==> src/rtl/lut_code_engine_if.sv <==
// Interface for lut_code_engine: config, lookup and sweep signal groups.
// The master side drives requests and config; the slave side is the engine itself.
interface lut_code_engine_if #(
  parameter int IN_W  = 4,
  parameter int OUT_W = 3,
  parameter int SIG_W = 8
);
  logic             cfg_we;
  logic [IN_W-1:0]  cfg_addr;
  logic [OUT_W-1:0] cfg_data;

  logic             in_valid;
  logic             in_ready;
  logic [IN_W-1:0]  in_data;

  logic             out_valid;
  logic             out_ready;
  logic [OUT_W-1:0] out_data;

  logic             sweep_start;
  logic             sweep_busy;
  logic             sweep_done;
  logic [SIG_W-1:0] sweep_sig;

  modport master (
    output cfg_we, cfg_addr, cfg_data,
    output in_valid, in_data,
    output out_ready,
    output sweep_start,
    input  in_ready, out_valid, out_data,
    input  sweep_busy, sweep_done, sweep_sig
  );

  modport slave (
    input  cfg_we, cfg_addr, cfg_data,
    input  in_valid, in_data,
    input  out_ready,
    input  sweep_start,
    output in_ready, out_valid, out_data,
    output sweep_busy, sweep_done, sweep_sig
  );
endinterface

==> src/rtl/lut_code_engine.sv <==
// Programmable IN_W->OUT_W code converter backed by a register table, with a
// 1-cycle valid/ready lookup stage and a sweep mode that folds the table into a signature.
module lut_code_engine #(
  parameter int IN_W  = 4,
  parameter int OUT_W = 3,
  parameter int SIG_W = 8
) (
  input  logic               clk,
  input  logic               rst,
  lut_code_engine_if.slave   bus
);

  localparam int              DEPTH   = 1 << IN_W;
  localparam logic [IN_W-1:0] CNT_MAX = '1;

  typedef enum logic [1:0] {
    IDLE  = 2'd0,
    SWEEP = 2'd1,
    DONE  = 2'd2
  } state_t;

  state_t           r_state;
  state_t           w_state_nxt;

  logic [OUT_W-1:0] r_table [DEPTH];
  logic [IN_W-1:0]  r_cnt;
  logic [SIG_W-1:0] r_sig;

  logic             r_out_vld_p1;
  logic [OUT_W-1:0] r_out_data_p1;

  logic             w_in_ready;
  logic             w_accept;
  logic             w_busy;
  logic             w_done;
  logic             w_start;
  logic             w_tab_we;

  // Rotate the running signature left by one and xor in the zero-extended entry.
  function automatic logic [SIG_W-1:0] sig_fold(
    input logic [SIG_W-1:0] sig,
    input logic [OUT_W-1:0] entry
  );
    logic [SIG_W-1:0] ext;
    logic [SIG_W-1:0] rot;
    ext              = '0;
    ext[OUT_W-1:0]   = entry;
    rot              = (sig << 1) | (sig >> (SIG_W - 1));
    return rot ^ ext;
  endfunction

  always_comb begin
    w_state_nxt = r_state;
    w_busy      = 1'b0;
    w_done      = 1'b0;
    w_start     = 1'b0;
    case (r_state)
      IDLE: begin
        if (bus.sweep_start) begin
          w_state_nxt = SWEEP;
          w_start     = 1'b1;
        end
      end
      SWEEP: begin
        w_busy = 1'b1;
        if (r_cnt == CNT_MAX) begin
          w_state_nxt = DONE;
        end
      end
      DONE: begin
        w_done      = 1'b1;
        w_state_nxt = IDLE;
      end
      default: begin
        w_state_nxt = IDLE;
      end
    endcase
  end

  always_ff @(posedge clk) begin
    if (rst) begin
      r_state <= IDLE;
    end else begin
      r_state <= w_state_nxt;
    end
  end

  // The table is frozen while a sweep walks it so the signature reflects one snapshot.
  assign w_tab_we = bus.cfg_we & ~w_busy;

  always_ff @(posedge clk) begin
    if (rst) begin
      for (int i = 0; i < DEPTH; i++) begin
        r_table[i] <= '0;
      end
    end else if (w_tab_we) begin
      r_table[bus.cfg_addr] <= bus.cfg_data;
    end
  end

  always_ff @(posedge clk) begin
    if (rst) begin
      r_cnt <= '0;
      r_sig <= '0;
    end else if (w_start) begin
      r_cnt <= '0;
      r_sig <= '0;
    end else if (w_busy) begin
      r_sig <= sig_fold(r_sig, r_table[r_cnt]);
      if (r_cnt != CNT_MAX) begin
        r_cnt <= r_cnt + 1'b1;
      end
    end
  end

  // Lookups only start from IDLE; a held result may still drain during a sweep.
  assign w_in_ready = (r_state == IDLE) & (~r_out_vld_p1 | bus.out_ready);
  assign w_accept   = bus.in_valid & w_in_ready;

  // ---- stage p1: output register (reads the pre-write table entry) ----
  always_ff @(posedge clk) begin
    if (rst) begin
      r_out_vld_p1  <= 1'b0;
      r_out_data_p1 <= '0;
    end else if (w_accept) begin
      r_out_vld_p1  <= 1'b1;
      r_out_data_p1 <= r_table[bus.in_data];
    end else if (bus.out_ready) begin
      r_out_vld_p1  <= 1'b0;
    end
  end

  assign bus.in_ready   = w_in_ready;
  assign bus.out_valid  = r_out_vld_p1;
  assign bus.out_data   = r_out_data_p1;
  assign bus.sweep_busy = w_busy;
  assign bus.sweep_done = w_done;
  assign bus.sweep_sig  = r_sig;

endmodule

==> src/flat_wrapper.sv <==
// flat-port wrapper written by rule: the top's interface ports become plain ports
module lut_code_engine_flat 
#(
  parameter int IN_W  = 4,
  parameter int OUT_W = 3,
  parameter int SIG_W = 8
)
  (clk, rst, bus_cfg_we, bus_cfg_addr, bus_cfg_data, bus_in_valid, bus_in_data, bus_out_ready, bus_sweep_start, bus_in_ready, bus_out_valid, bus_out_data, bus_sweep_busy, bus_sweep_done, bus_sweep_sig);
  lut_code_engine_if #(.IN_W(IN_W), .OUT_W(OUT_W), .SIG_W(SIG_W)) bus_i ();
  input  logic clk;
  input  logic rst;
  input wire logic [$bits(bus_i.cfg_we)-1:0] bus_cfg_we;
  input wire logic [$bits(bus_i.cfg_addr)-1:0] bus_cfg_addr;
  input wire logic [$bits(bus_i.cfg_data)-1:0] bus_cfg_data;
  input wire logic [$bits(bus_i.in_valid)-1:0] bus_in_valid;
  input wire logic [$bits(bus_i.in_data)-1:0] bus_in_data;
  input wire logic [$bits(bus_i.out_ready)-1:0] bus_out_ready;
  input wire logic [$bits(bus_i.sweep_start)-1:0] bus_sweep_start;
  output wire logic [$bits(bus_i.in_ready)-1:0] bus_in_ready;
  output wire logic [$bits(bus_i.out_valid)-1:0] bus_out_valid;
  output wire logic [$bits(bus_i.out_data)-1:0] bus_out_data;
  output wire logic [$bits(bus_i.sweep_busy)-1:0] bus_sweep_busy;
  output wire logic [$bits(bus_i.sweep_done)-1:0] bus_sweep_done;
  output wire logic [$bits(bus_i.sweep_sig)-1:0] bus_sweep_sig;
  assign bus_i.cfg_we = bus_cfg_we;
  assign bus_i.cfg_addr = bus_cfg_addr;
  assign bus_i.cfg_data = bus_cfg_data;
  assign bus_i.in_valid = bus_in_valid;
  assign bus_i.in_data = bus_in_data;
  assign bus_i.out_ready = bus_out_ready;
  assign bus_i.sweep_start = bus_sweep_start;
  assign bus_in_ready = bus_i.in_ready;
  assign bus_out_valid = bus_i.out_valid;
  assign bus_out_data = bus_i.out_data;
  assign bus_sweep_busy = bus_i.sweep_busy;
  assign bus_sweep_done = bus_i.sweep_done;
  assign bus_sweep_sig = bus_i.sweep_sig;
  lut_code_engine #(.IN_W(IN_W), .OUT_W(OUT_W), .SIG_W(SIG_W)) u_core (.clk(clk), .rst(rst), .bus(bus_i));
endmodule
==> config.mk <==
export PLATFORM = sky130hd
export DESIGN_NAME = lut_code_engine_flat
export DESIGN_NICKNAME = d
export VERILOG_FILES = /design/src/rtl/lut_code_engine_if.sv /design/src/rtl/lut_code_engine.sv /design/src/flat_wrapper.sv
export SDC_FILE = /design/constraint.sdc
export NUM_CORES = 1
export LEC_CHECK = 0
export CAP_MARGIN = 20
export CORE_MARGIN = 2
export CORE_UTILIZATION = 45
export CTS_CLUSTER_DIAMETER = 60
export DETAILED_ROUTE_END_ITERATION = 12
export GPL_TIMING_DRIVEN = 0
export RECOVER_POWER = 100
export SLEW_MARGIN = 15
export SYNTH_ARGS = -nofsm -noshare
export SYNTH_HDL_FRONTEND = slang
export SYNTH_SLANG_ARGS = --single-unit
==> constraint.sdc <==
create_clock -name clk -period 2.9 [get_ports clk]
set_clock_uncertainty 0.05 [all_clocks]
set_input_delay 0.29 -clock clk [delete_from_list [all_inputs] [get_ports clk]]
set_output_delay 0.29 -clock clk [all_outputs]
set_load 0.01 [all_outputs]
**Yosys cells after proc, flatten, opt, wreduce, memory -nomap -nowiden**

Memory sizes are Yosys's and may differ from the RTL's. A register that Yosys moved wholly into a read port is not among the register bits.
Index checks and enable logic that the tools add are counted.

- Register bits after elaboration: 15
- Word-level logic and storage cells: 45
- Output and inout port bits: 15
- Memories: 1
- Bits in writable memories: 48

- Reduce and logical (&&, ||, !) cells: 6
- Mux-type cells: 19
- Bitwise logic cells: 8
- Equality and inequality tests: 6
- $add $sub $neg: 1

Memories:

| memory | depth | bits a word | read ports | clocked after memory_dff | write ports | RTL line | RTL |
|---|---|---|---|---|---|---|---|
| u_core.r_table | 16 | 3 | 2 | 2 | 16 | lut_code_engine.sv:25 | `logic [OUT_W-1:0] r_table [DEPTH];` |

Operators with widths:

| cell | number |
|---|---|
| $mux 1 | 12 |
| $mux 4 | 3 |
| $or 8x1->8 | 1 |
| $xor 8x3->8 | 1 |
| $add 4x1->4 const B | 1 |
| $eq 4x4->1 const B | 1 |
| $mux 2 | 2 |
| $ne 4x4->1 const B | 1 |
| $pmux 2 s2 | 1 |
| $reduce_and 2->1 | 2 |
| $and 1x1->1 | 3 |
| $mux 3 | 1 |
| $reduce_or 3->1 | 1 |
| $eq 2x1->1 const B | 1 |
| $eq 2x2->1 const B | 1 |
| $logic_not 2->1 | 1 |
| $ne 2x1->1 const B | 1 |
| $ne 2x2->1 const B | 1 |
| $not 1->1 | 2 |
| $reduce_bool 2->1 | 1 |
| $reduce_or 2->1 | 1 |
| $or 1x1->1 | 1 |

**Logic depth before layout (Yosys ltp)**

- Depth after elaboration: 9
- Gate-level depth with buffers: 5
- Depth with buffers taken out: 5

**Worst setup path before layout**

OpenSTA, ideal clock, no wires.

- Path kind: reg2reg
- From: register with a tool-made name
- To: register u_core.r_sig[0] (netlist: u_core.bus.sweep_sig[0])
- Slack: 0.982 ns
- Data arrival time: 1.732 ns
- Buffers on the path: 1
- Stages on the path, launching flop included: 6
- Required time: 2.713 ns
- Setup time: 0.137 ns
- Path through: dfxtp_1 buf_6 mux4_1 mux4_2 xnor2_1 a21oi_1

RTL lines:

| what | RTL line | RTL |
|---|---|---|
| to (signal assigned) | lut_code_engine.sv:109 | `r_sig <= sig_fold(r_sig, r_table[r_cnt]);` |
| to (decl) | lut_code_engine.sv:27 | `logic [SIG_W-1:0] r_sig;` |

==> results.md <==
* Status: complete, no violations
* Post-synthesis sequential area ratio at between 50% and 60%
* Drt drc at 0
* Yosys warns at 0
* Worst-Skew Late Latency at 0.35 ns
* Fillcell total at 674
* CP max stage cell: clkbuf_1
* First-pass GRT wire length at 12800 um
* Post-synthesis sequential element count at 70
* Cell area after synthesis at between 3000 and 4000 sq um
* Number of port buffers at 31
* Critical path data required time at 3.07 ns
* Total number of vias at 2336
* Setup TNS at 0 ns
* Worst Tran Pin Value at roughly 0.80 ns
* Setup violations, final at 0
* Diodes inserted at 0
* CTS Sinks at 70
* Unrepaired setup endpoints after global routing: no
* Initial antenna violation count at 0
* Worst reg2reg path depth at 5
* Routed len/inst at roughly 19 um
* Placed Cells at 408
* Area growth, synth to finish at 18.6%
* Async SR Flop Fraction at 0%
* DR pass1 iterations at 5
* Synth cell count leaders: 49 x and2_1, 48 x edfxtp_1, 22 x dfxtp_1, 19 x nand2_1, 19 x nor2_1
* Switching fraction of total power at between 20% and 30%
* Internal power at approximately 0.0017 W
* Primary FF master, synth: edfxtp_1
* Core area at approximately 7600 sq um
* Yosys top cell area share at between 40 and 50%
* DP Area at 3970 sq um
* # Max-Cap Violations at 0
* Final period utilization at 84.2%
* Hold Path Class: register to register
* Worst-path cell chain: dlygate4sd3_1 -> clkbuf_1 -> mux4_2 -> a22oi_1 -> a31o_2 -> a21oi_1
* Clk pwr share at 39.8%
* Power Density at 522 nW/um^2
* Setup slack, reg-to-reg at 0.68 ns
* Arr. time, crit path at between 2 and 3 ns
* Relative slew slack at 46.7%
* Layout Cells excl Fill at 424
* Top-count cell post-synth: and2_1
* Average size of a mapped cell at 12.8 sq um
* # H-tree levels at 3
* Critical path startpoint category: input pin
* Fin nets at about 340
* Detail Route Antenna Nets at 0
* Net Count, Synth at approximately 300
* Share of layout cells above drive strength 1 at 16.5%
* Grt ovf at 0
* Hold_ws at 0.403 ns
* Rows at 32
* Worst setup path start: bus_in_data[0]
* CTS tree: yes
* CTS Hold Bufs at 0
* Critical Path Max Stage Delay at 0.64 ns
* Routed vias/inst at between 5 and 6
* Setup Fix Bufs, Post-CTS at 0
* R2r startpoint: u_core.r_state[1]
* Num CTS Buffers at 9
* Max IR drop VDD at approximately 0.0003 V
* GR Layer Usage met3 at 4.56%
* Detailed Route WL at about 8000 um
* EDFF count, synth at 48
* Initial detailed-routing violation count at 190
* Slew Limit Fails at 0
* Clock buffer depth at 2
* Placer Congestion at 0.861
* Die area at between 8000 and 9000 sq um
* Pleak at about 1.5 nW
* Gr busiest metal: met2
* Critical path endpoint: u_core.bus.out_data[2]
* Mapped Cells at between 200 and 300
* Hold depth at 2
* Leading area contributor after synthesis: edfxtp_1
* CP max FO at 10
* Vias in the first global route at ~2300
* Kind of critical path: input pin to register
* Total Power at 0.00219 W
* I/O Pins at 32
* CTS resizes at 0
* Setup crit end kind: register
* R2R Path End: u_core.r_table[1][1]
* Met2 Use GR at roughly 34%
* Crit path time final at about 2.4 ns
* Post-route design area at 4190 sq um
* CTS root buffer: clkbuf_8
* Logic pwr share at 8.7%
* Share of power burned in registers at 51.6%
* GRT Util Overall at approximately 21%
* Initial core utilization at 46.2%
* Worst-path clk slew at 0.08 ns
* Met1 usage at 27.1%
* Top cells by area, synth: edfxtp_1 41%, dfxtp_1 12%, mux4_2 10%, and2_1 8.7%, mux4_1 8.2%
* DP HPWL at 6200 um
* Die height at 92.6 um
* Largest net degree at the start of global routing at 14
* Max Fclk at 410 MHz
* Die width at approximately 93 um
* Sw Pwr at 0.000508 W
* Final hold vios at 0
* Cell variety after synth at 31
-- worst min-delay path by stage --
stage	from	to	slack, ns
floorplan	rst	u_core.r_state[0]	0.33
global placement	u_core.r_state[1]	u_core.r_state[0]	0.39
detailed placement	u_core.bus.out_data[0]	u_core.bus.out_data[0]	0.40
CTS	u_core.bus.out_data[0]	u_core.bus.out_data[0]	0.41
global route	u_core.bus.out_data[2]	u_core.bus.out_data[2]	0.41
finish	u_core.bus.out_data[0]	u_core.bus.out_data[0]	0.40
-- per-stage QoR --
stage / setup WS, ns / utilization (%)
after CTS: 0.558 / 54.8
after global routing: 0.315 / 54.8
final: 0.459 / 54.8
after global placement: 0.284 / 51.9
after floorplan: 0.982 / -
after detailed placement: 0.232 / 51.9
-- power groups by stage --
stage	clock network, W	logic (W)	registers, W
6_report	0.000869	0.000190	0.00113
2_1_floorplan	0	0.000114	0.00114
4_1_cts	0.000883	0.000195	0.00113
3_5_place_dp	0	0.000194	0.00115
3_3_place_gp	0	0.000194	0.00115
5_1_grt	0.000935	0.000209	0.00113
-- critical path, delay by kind of cell --
| kind | cells | cell delay [ns] |
|---|---|---|
| AOI/OAI and AO/OA | 3 | 0.45 |
| buffers and inverters | 2 | 1.27 |
| muxes | 1 | 0.60 |
-- logic make-up (layout without fill, tap and decap cells) --
group           count (synthesis)  after routing  synth area share (%)
simple gates                  132            132                  20.5
mux                            27             27                  18.4
compound gates                 27             27                  4.54
fa+ha+maj                       1              1                 0.354
flops                          70             70                  53.3
buf+inv                        13             60                  1.63
xor+xnor                        5              5                  1.24
-- flip-flops by register name (all words and copies together), names as in the netlist, named ones only --
signal / cells
u_core.bus.sweep_sig: 8
u_core.bus.out_valid: 1
u_core.r_state: 2
u_core.r_table: 48
u_core.r_cnt: 4
u_core.bus.out_data: 3
-- cells in the final DEF, fill, tap and decap left out, drive strengths merged, types with 2 or more instances in the layout --
cell           count
clkdlybuf4s50     15
nand4b             2
inv                2
dlygate4sd3       16
nand2b             4
dfxtp             22
clkbuf            20
a31o               3
nand3              7
nor2              19
a22oi              3
nand2             19
nor2b              4
xnor2              4
or2               16
bufinv             2
nor3               8
edfxtp            48
o21ai              3
mux4              27
clkinvlp           3
and2              49
a21oi             16
-- layout make-up --
| class | count | area, sq um | share of cell area, % |
|---|---|---|---|
| clock inverters | 7 | 97.6 | 2.33 |
| inverters | 1 | 3.75 | 0.0896 |
| flip-flops and latches | 70 | 1880 | 44.9 |
| clock buffers | 9 | 124 | 2.96 |
| well taps | 102 | 128 | 3.05 |
| multi-input cells | 192 | 1590 | 38.0 |
| plain buffers | 12 | 52.6 | 1.25 |
| repair buffers | 31 | 310 | 7.41 |
-- per-layer routing --
metal	wire, um	part of all wire (%)
met3	500	6.2
met2	3770	47
met4	212	2.6
met5	0	0
met1	3520	44
(Power assumes the default switching activity.)
